[src/rtl/pci_target_ctrl.sv]
// PCI target responder: BAR hits become single-beat AXI4 writes or delayed AXI reads.
// Optional macro PCI_TGT_DISCARD_EN drops an unclaimed delayed read after DISCARD_CYCLES.
//
// state       | meaning
// ST_IDLE     | no transaction, no delayed read pending
// ST_WR_WAIT  | write accepted, waiting for a data phase (S_READY=1)
// ST_WR_AXI   | AW/W channels presented, each drops on its own ready
// ST_WR_RESP  | waiting for B response
// ST_RD_ISSUE | delayed read: AR presented
// ST_RD_WAIT  | delayed read: waiting for R beat
// ST_RD_HOLD  | read data held, waiting for the master to retry the same address
// ST_RD_RET   | returning held datum with disconnect
// ST_RD_ABT   | target abort for a failed read
module pci_target_ctrl #(
  parameter int unsigned BAR_NUM        = 0,
  parameter int unsigned BAR_SIZE_LOG2  = 12,
  parameter logic [31:0] AXI_BASE       = 32'h0000_0000,
  parameter logic [15:0] DISCARD_CYCLES = 16'd32768
) (
  input  logic        tgt_m_aclk,
  input  logic        tgt_m_aresetn,
  input  logic [31:0] ADDR,
  input  logic        ADDR_VLD,
  input  logic [7:0]  BASE_HIT,
  input  logic        S_WRDN,
  input  logic        S_DATA,
  input  logic        S_DATA_VLD,
  input  logic        S_SRC_EN,
  input  logic [3:0]  S_CBE,
  input  logic [31:0] ADIO_OUT,
  output logic [31:0] ADIO_IN,
  output logic        S_READY,
  output logic        S_TERM,
  output logic        S_ABORT,
  output logic [31:0] tgt_m_awaddr,
  output logic        tgt_m_awvalid,
  input  logic        tgt_m_awready,
  output logic [31:0] tgt_m_wdata,
  output logic [3:0]  tgt_m_wstrb,
  output logic        tgt_m_wvalid,
  input  logic        tgt_m_wready,
  input  logic [1:0]  tgt_m_bresp,
  input  logic        tgt_m_bvalid,
  output logic        tgt_m_bready,
  output logic [31:0] tgt_m_araddr,
  output logic        tgt_m_arvalid,
  input  logic        tgt_m_arready,
  input  logic [31:0] tgt_m_rdata,
  input  logic [1:0]  tgt_m_rresp,
  input  logic        tgt_m_rvalid,
  output logic        tgt_m_rready,
  output logic        wr_err
);

  localparam int unsigned OFS_W   = BAR_SIZE_LOG2 - 2;
  localparam logic [2:0]  BAR_IDX = 3'(BAR_NUM);

  typedef enum logic [3:0] {
    ST_IDLE, ST_WR_WAIT, ST_WR_AXI, ST_WR_RESP,
    ST_RD_ISSUE, ST_RD_WAIT, ST_RD_HOLD, ST_RD_RET, ST_RD_ABT
  } state_t;

  state_t            r_state;
  logic [OFS_W-1:0]  r_wr_ofs;
  logic [29:0]       r_rd_pci;
  logic [31:0]       r_rdata;
  logic [1:0]        r_rresp;
  logic [31:0]       r_adio;
  logic              r_s_ready;
  logic              r_s_term;
  logic              r_s_abort;
  logic              r_retry;
  logic [31:0]       r_awaddr;
  logic              r_awvalid;
  logic [31:0]       r_wdata;
  logic [3:0]        r_wstrb;
  logic              r_wvalid;
  logic              r_bready;
  logic [31:0]       r_araddr;
  logic              r_arvalid;
  logic              r_rready;
  logic              r_wr_err;
`ifdef PCI_TGT_DISCARD_EN
  logic [15:0]       r_disc_cnt;
`endif

  logic w_hit;
  logic w_rd_match;
  logic w_retry_hit;
  logic w_retry_nxt;
  logic w_unused;

  assign w_hit      = ADDR_VLD & BASE_HIT[BAR_IDX];
  assign w_rd_match = w_hit & ~S_WRDN & (ADDR[31:2] == r_rd_pci);

  // Retry is independent of the FSM so a delayed read in flight can still turn away other masters.
  assign w_retry_hit = w_hit & (((r_state == ST_IDLE) & ~S_WRDN) |
                                (r_state == ST_RD_ISSUE) | (r_state == ST_RD_WAIT) |
                                ((r_state == ST_RD_HOLD) & ~w_rd_match));
  assign w_retry_nxt = w_retry_hit | (r_retry & S_DATA);

  assign w_unused = ^{S_SRC_EN, ADDR[1:0], BASE_HIT};

  always_ff @(posedge tgt_m_aclk or negedge tgt_m_aresetn) begin
    if (!tgt_m_aresetn) begin
      r_state    <= ST_IDLE;
      r_wr_ofs   <= '0;
      r_rd_pci   <= '0;
      r_rdata    <= '0;
      r_rresp    <= '0;
      r_adio     <= '0;
      r_s_ready  <= 1'b0;
      r_s_term   <= 1'b0;
      r_s_abort  <= 1'b0;
      r_retry    <= 1'b0;
      r_awaddr   <= '0;
      r_awvalid  <= 1'b0;
      r_wdata    <= '0;
      r_wstrb    <= '0;
      r_wvalid   <= 1'b0;
      r_bready   <= 1'b0;
      r_araddr   <= '0;
      r_arvalid  <= 1'b0;
      r_rready   <= 1'b0;
      r_wr_err   <= 1'b0;
`ifdef PCI_TGT_DISCARD_EN
      r_disc_cnt <= '0;
`endif
    end else begin
      r_retry  <= w_retry_nxt;
      r_s_term <= w_retry_nxt;
      case (r_state)
        ST_IDLE: begin
          if (w_hit) begin
            if (S_WRDN) begin
              r_wr_ofs  <= ADDR[BAR_SIZE_LOG2-1:2];
              r_s_ready <= 1'b1;
              r_state   <= ST_WR_WAIT;
            end else begin
              r_rd_pci  <= ADDR[31:2];
              r_araddr  <= AXI_BASE | {{(32-BAR_SIZE_LOG2){1'b0}}, ADDR[BAR_SIZE_LOG2-1:2], 2'b00};
              r_arvalid <= 1'b1;
              r_state   <= ST_RD_ISSUE;
            end
          end
        end
        ST_WR_WAIT: begin
          if (S_DATA_VLD) begin
            r_awaddr  <= AXI_BASE | {{(32-BAR_SIZE_LOG2){1'b0}}, r_wr_ofs, 2'b00};
            r_wdata   <= ADIO_OUT;
            r_wstrb   <= ~S_CBE;
            r_s_ready <= 1'b0;
            r_awvalid <= 1'b1;
            r_wvalid  <= 1'b1;
            r_state   <= ST_WR_AXI;
          end else if (!S_DATA) begin
            r_s_ready <= 1'b0;
            r_state   <= ST_IDLE;
          end
        end
        ST_WR_AXI: begin
          if (tgt_m_awready) r_awvalid <= 1'b0;
          if (tgt_m_wready)  r_wvalid  <= 1'b0;
          if ((~r_awvalid | tgt_m_awready) & (~r_wvalid | tgt_m_wready)) begin
            r_bready <= 1'b1;
            r_state  <= ST_WR_RESP;
          end
        end
        ST_WR_RESP: begin
          if (tgt_m_bvalid) begin
            r_bready <= 1'b0;
            if (tgt_m_bresp != 2'b00) r_wr_err <= 1'b1;
            r_wr_ofs <= r_wr_ofs + OFS_W'(1);
            if (S_DATA) begin
              r_s_ready <= 1'b1;
              r_state   <= ST_WR_WAIT;
            end else begin
              r_state   <= ST_IDLE;
            end
          end
        end
        ST_RD_ISSUE: begin
          if (tgt_m_arready) begin
            r_arvalid <= 1'b0;
            r_rready  <= 1'b1;
            r_state   <= ST_RD_WAIT;
          end
        end
        ST_RD_WAIT: begin
          if (tgt_m_rvalid) begin
            r_rready   <= 1'b0;
            r_rdata    <= tgt_m_rdata;
            r_rresp    <= tgt_m_rresp;
`ifdef PCI_TGT_DISCARD_EN
            r_disc_cnt <= DISCARD_CYCLES - 16'd1;
`endif
            r_state    <= ST_RD_HOLD;
          end
        end
        ST_RD_HOLD: begin
          if (w_rd_match) begin
            if (r_rresp == 2'b00) begin
              r_adio    <= r_rdata;
              r_s_ready <= 1'b1;
              r_s_term  <= 1'b1;
              r_state   <= ST_RD_RET;
            end else begin
              r_s_abort <= 1'b1;
              r_state   <= ST_RD_ABT;
            end
          end
`ifdef PCI_TGT_DISCARD_EN
          else if (r_disc_cnt == 16'd0) begin
            r_state <= ST_IDLE;
          end else begin
            r_disc_cnt <= r_disc_cnt - 16'd1;
          end
`endif
        end
        ST_RD_RET: begin
          if (S_DATA_VLD) begin
            r_adio    <= '0;
            r_s_ready <= 1'b0;
            r_state   <= ST_IDLE;
          end else begin
            r_s_term  <= 1'b1;
          end
        end
        ST_RD_ABT: begin
          if (!S_DATA) begin
            r_s_abort <= 1'b0;
            r_state   <= ST_IDLE;
          end
        end
        default: r_state <= ST_IDLE;
      endcase
    end
  end

  assign ADIO_IN       = r_adio;
  assign S_READY       = r_s_ready;
  assign S_TERM        = r_s_term;
  assign S_ABORT       = r_s_abort;
  assign tgt_m_awaddr  = r_awaddr;
  assign tgt_m_awvalid = r_awvalid;
  assign tgt_m_wdata   = r_wdata;
  assign tgt_m_wstrb   = r_wstrb;
  assign tgt_m_wvalid  = r_wvalid;
  assign tgt_m_bready  = r_bready;
  assign tgt_m_araddr  = r_araddr;
  assign tgt_m_arvalid = r_arvalid;
  assign tgt_m_rready  = r_rready;
  assign wr_err        = r_wr_err;

endmodule

[config.mk]
export PLATFORM = sky130hd
export DESIGN_NAME = pci_target_ctrl
export DESIGN_NICKNAME = d
export VERILOG_FILES = /design/src/rtl/pci_target_ctrl.sv
export SDC_FILE = /design/constraint.sdc
export NUM_CORES = 1
export LEC_CHECK = 0
export CORE_MARGIN = 3
export CORE_UTILIZATION = 45
export DETAILED_ROUTE_END_ITERATION = 6
export MAX_ROUTING_LAYER = met4
export PLACE_DENSITY = 0.81
export SLEW_MARGIN = 10
export SYNTH_ARGS = -nofsm -noshare
export SYNTH_HDL_FRONTEND = slang
export SYNTH_SLANG_ARGS = --single-unit
[constraint.sdc]
create_clock -name tgt_m_aclk -period 2.8 [get_ports tgt_m_aclk]
set_clock_uncertainty 0.15 [all_clocks]
set_input_delay 0.56 -clock tgt_m_aclk [delete_from_list [all_inputs] [get_ports tgt_m_aclk]]
set_output_delay 0.56 -clock tgt_m_aclk [all_outputs]
set_load 0.02 [all_outputs]
# After elaboration in Yosys (flattened, before gate mapping)
# Index checks and enable logic that the tools add are counted.
# Widths: inputs -> output; s select.
[totals]
register_bits = 176
in_bits = 124
output_inout_bits = 141
[op_classes]
n_mux = 53
n_reduce_logical = 25
n_bitwise = 19
n_addsub = 1
eq_ne = 26
[op_table]
columns = ["operator", "count"]
rows = [
  ["$mux 32", 3],
  ["$pmux 32 s2", 1],
  ["$mux 4", 10],
  ["$pmux 4 s9", 1],
  ["$eq 30x30->1", 1],
  ["$mux 10", 3],
  ["$ne 2x2->1 const B", 15],
  ["$mux 1", 25],
  ["$pmux 10 s2", 1],
  ["$reduce_and 3->1", 6],
  ["$eq 4x3->1 const B", 4],
  ["$reduce_and 4->1", 4],
  ["$reduce_bool 2->1", 8],
  ["$pmux 1 s2", 7],
  ["$add 10x1->10 const B", 1],
  ["$reduce_and 9->1", 1],
  ["$and 1x1->1", 8],
  ["$eq 4x2->1 const B", 2],
  ["$reduce_and 7->1", 1],
  ["$or 1x1->1", 6],
  ["$pmux 1 s5", 1],
  ["$reduce_bool 5->1", 1],
  ["$eq 4x1->1 const B", 1],
  ["$eq 4x4->1 const B", 1],
  ["8 further kinds", 12],
]

# Depth between registers and ports, before layout
[depth]
depth_word = 11
mapped_depth = 8

# Worst setup path before layout
# No wires, ideal clock.
[synth_path]
path_type = "input to register"
from = "input ADDR[15]"
to = "register r_adio[10] (netlist: ADIO_IN[10])"
setup_ns = 0.121
t_arrival_ns = 1.929
stages = 7
slack_ns = 0.600
n_path_buf = 1
path_cell_list = "xor2_1 nor4_1 nand4_1 nor3_2 o21ai_1 buf_2 a22o_1"
[synth_between]
elab_chain_len = 4
[synth_rtl]
columns = ["element", "line_no", "text"]
rows = [
  ["from (decl)", "22", "input logic [31:0] ADDR,"],
  ["$eq 30x30->1", "94", "assign w_rd_match = w_hit & ~S_WRDN & (ADDR[31:2] == r_rd_pci);"],
  ["$and 1x1->1", "94", ""],
  ["$ne 2x2->1 (no source line)", "n/a", ""],
  ["$reduce_and 4->1 (no source line)", "n/a", ""],
  ["to (signal assigned)", "203", "r_adio <= r_rdata;"],
  ["to (decl)", "68", "logic [31:0] r_adio;"],
]
# Every way passes these cells.
# A chain may end at the register's enable or synchronous reset.

# Worst setup path in the final report
[layout_path]
from = "input ADDR[10]"
to = "register r_adio[15] (netlist: ADIO_IN[15])"
# Same word-level chain as after synthesis.

==> results by group <==
Run status
  – Outcome: finished, final reports clean

GRT
  – Initial antenna violation count: 0
  – Grt total ovfl: 0
  – Gr usage total: 0.210
  – Largest net degree at the start of global routing: 55
  – Number of global-route vias before repair: 5583
  – First-pass GRT wire length: 28800 um

Place
  – IO buf count: 210
  – Area of placed instances: 0.00966 sq mm
  – GPL Wtd Cong: 0.868
  – DP Cell Count: 992
  – Placement Setup Slack: -0.195 ns
  – Final HPWL DP: 13100 um

Final layout
  – Finished Cell Area: 0.0103 sq mm
  – Area growth from synthesis to layout: 39.9%
  – Share of post-route cells with drive strength above 1: 0.208
  – Number of diodes: 0
  – Footprint of the multi-input gates: 0.00283 sq mm
  – Sequential Area: 0.00415 sq mm
  – Finished Layout Cells: 1024
  – Fillers: 1200
  – Fin nets: 921
  – Final core utilization: 0.644

Power
  – PD cells: 1020 mW/mm^2
  – Leak: 4.58 nW
  – Tot Pwr: 10.5 mW
  – Maximum VDD drop: 0.000687 V

Job
  – # Max-Cap Violations: 0

Critical path
  – Worst EP required: 3.00 ns
  – Reg2reg setup slack: 0.39 ns
  – Buf/Inv on CP: 4
  – Worst-path maximum fanout: 33
  – Critical Path Max Stage Delay: 0.44 ns
  – CP top delay family: buffers and inverters
  – Setup Crit Path Kind: input port to register
  – Critical path's slowest cell: clkdlybuf4s50_1
  – Reg2reg end: ADIO_IN[15]
  – Crit path DAT: 2.78 ns
  – CP endpoint kind: register
  – CP startpoint kind: input port
  – R2r worst-path depth: 8
  – Critical path cell sequence: clkdlybuf4s50_1, xor2_1, nor4_1, buf_4, nand4_1, buf_4, nor4_4, buf_12, a22o_1
  – Reg-to-Reg Start: r_rd_pci[8]
  – Crit path top cell by count: buf_4

Logic synthesis
  – Post-synth EDFFs: 0
  – Ys Warns: 0
  – Yosys top cell area share: 0.566
  – Count leader, synth: dfrtp_1
  – Unique cell type count in the Yosys netlist: 53
  – Yosys reg bits: 166
  – Synthesized instance count: 578
  – Syn Std Cell Area: 0.00734 sq mm
  – Post-synth top cells: 166 x dfrtp_1, 106 x mux2_2, 54 x buf_4
  – Asr flop ratio synth: 1.00
  – Post-synthesis cell type with the largest combined area: dfrtp_1
  – Main synth FF type: dfrtp_1
  – Syn_area_per_cell: 12.7 sq um
  – Synth area leaders: dfrtp_1 57%, mux2_2 16%, buf_4 5.5%
  – Sequential area share after synthesis: 0.566

Timing
  – Period utilization: 0.920
  – Worst hold slack: 0.336 ns
  – Slew HR: 0.665
  – Sum of negative setup slack: 0 ns
  – Setup ws final: 0.224 ns
  – RSZ-0062 raised after global routing: no
  – Final critical-path required period: 2.58 ns
  – Max Slew Vio Count: 0
  – Achievable Freq: 388 MHz
  – Final setup viols: 0
  – Worst-margin pin slew: 0.503 ns
  – Hold Violations, Final: 0

Min path
  – Hold Path Class: register to register
  – Beginning of the worst hold path: wr_err
  – Hold Path Stages: 1
  – Worst hold endpoint: wr_err

Drt
  – Via count: 5263
  – Routed Antenna Nets: 0
  – Pre-Repair DR Iteration Count: 5
  – Avg WL per Cell: 17.6 um
  – Via-to-Cell Ratio: 5.14
  – Drt first-iter violations: 246
  – Drc violations: 0
  – Routed WL: 18000 um

CTS
  – Clk Latency, worst-skew pair: 0.41 ns
  – CTS tree: yes
  – Clk slew on worst S/H paths: 0.06 ns
  – Num CTS Buffers: 17
  – Root Driver: clkbuf_16
  – H-tree depth reported by CTS: 4
  – Longest Clk Path Bufs: 2
  – CTS sink count: 166

Floorplan
  – Core ar.: 0.0159 sq mm
  – I/O pins: 265
  – Site Rows: 46
  – Initial core utilization: 0.461
  – Die area: 0.0179 sq mm
  – Die Width: 134 um
  – Die Y: 134 um
## how the worst max path moves through the flow
stage                   to  cells after the start  slack (ns)  startpoint
5_1_grt        ADIO_IN[15]                      9        0.11    ADDR[10]
6_report       ADIO_IN[15]                      9        0.22    ADDR[10]
2_1_floorplan  ADIO_IN[10]                      7        0.60    ADDR[15]
3_5_place_dp   ADIO_IN[15]                      9       -0.19    ADDR[10]
3_3_place_gp   ADIO_IN[22]                      9       -0.17    ADDR[10]
4_1_cts        ADIO_IN[31]                      9        0.24    ADDR[10]
## state kept, by name, indices dropped and copies added (netlist names), 2 cells and up
register and cells:
ADIO_IN 32, r_rd_pci 30, r_rdata 32, r_rresp 2
r_state 4, r_wr_ofs 10, tgt_m_awaddr 10, tgt_m_wdata 32
tgt_m_wstrb 4
## cell usage in the layout, fill, tap and decap left out, types with 2 or more instances in the layout
| cell | synthesis | final |
|---|---|---|
| buf_4 | 54 | 18 |
| clkdlybuf4s50_1 | 0 | 209 |
| nand4_1 | 3 | 3 |
| nor2_1 | 18 | 18 |
| xnor2_1 | 6 | 6 |
| clkinv_2 | 0 | 3 |
| a21oi_1 | 18 | 18 |
| o31ai_1 | 3 | 3 |
| a41oi_1 | 4 | 4 |
| nand2b_1 | 4 | 4 |
| or3_1 | 2 | 2 |
| bufinv_16 | 0 | 3 |
| clkbuf_8 | 0 | 2 |
| nor3_1 | 3 | 3 |
| mux2_2 | 106 | 106 |
| o21ai_0 | 13 | 13 |
| nand2_1 | 28 | 28 |
| nand3_2 | 0 | 2 |
| nor2b_1 | 4 | 4 |
| inv_1 | 5 | 5 |
| o22ai_1 | 4 | 4 |
| dfrtp_1 | 166 | 166 |
| a2bb2oi_1 | 4 | 4 |
| clkinv_4 | 0 | 2 |
| inv_6 | 0 | 2 |
| a22o_1 | 32 | 32 |
| nor4_1 | 6 | 6 |
| xor2_1 | 24 | 24 |
| clkbuf_16 | 0 | 17 |
| o32ai_1 | 2 | 2 |
| conb_1 | 1 | 44 |
| and3_1 | 5 | 5 |
| buf_12 | 0 | 7 |
| nand3_1 | 11 | 9 |
## logic make-up after synthesis
family                     count (synthesis)  synth area share
DFF                                      166             0.566
muxes                                    108             0.165
AOI/OAI and AO/OA                         94            0.0925
and+or+nand+nor                           93            0.0649
buffers and inverters                     85            0.0734
xor gates and xnor gates                  30            0.0358
adders and majority gates                  1           0.00170
other                                      1          0.000511
## timing repair
action                                 in CTS  in global routing
gates resized for setup                     0                  0
buffers inserted                            0                  0
endpoints found under the hold margin      51                  0
hold buffers                                1                  0
## routing by layer
layer  wire length (um)  share of wire  vias to the layer above  track usage
li1                   -              -                     2399            -
met1               7310           0.41                     2618        0.252
met2               9240           0.51                      231        0.348
met3               1250          0.069                       15       0.0612
met4                201          0.011                        0       0.0566
met5                  0              0                        -            -
## power breakdown
group | internal [mW] | leakage [nW] | switching, mW
sequential | 3.36 | 2.08 | 0.687
clock | 1.45 | 0.297 | 0.933
combinational | 2.12 | 2.21 | 1.92
## worst register-to-register path: stages (launching register included)
cell and delay [ns]:
dfrtp_1 0.41, xor2_1 0.17, nor4_1 0.40, buf_4 0.18, nand4_1 0.12, buf_4 0.17
nor4_4 0.31, buf_12 0.23, a22o_1 0.20
## cell type report
type / instances / share of cell area
flip-flops and latches: 166 / 0.404
multi-input cells: 370 / 0.276
repair buffers: 236 / 0.233
clock buffers: 20 / 0.0445
well taps: 216 / 0.0263
clock inverters: 11 / 0.0144
inverters: 5 / 0.00183
Note: power is estimated with default switching activity, not from simulation.
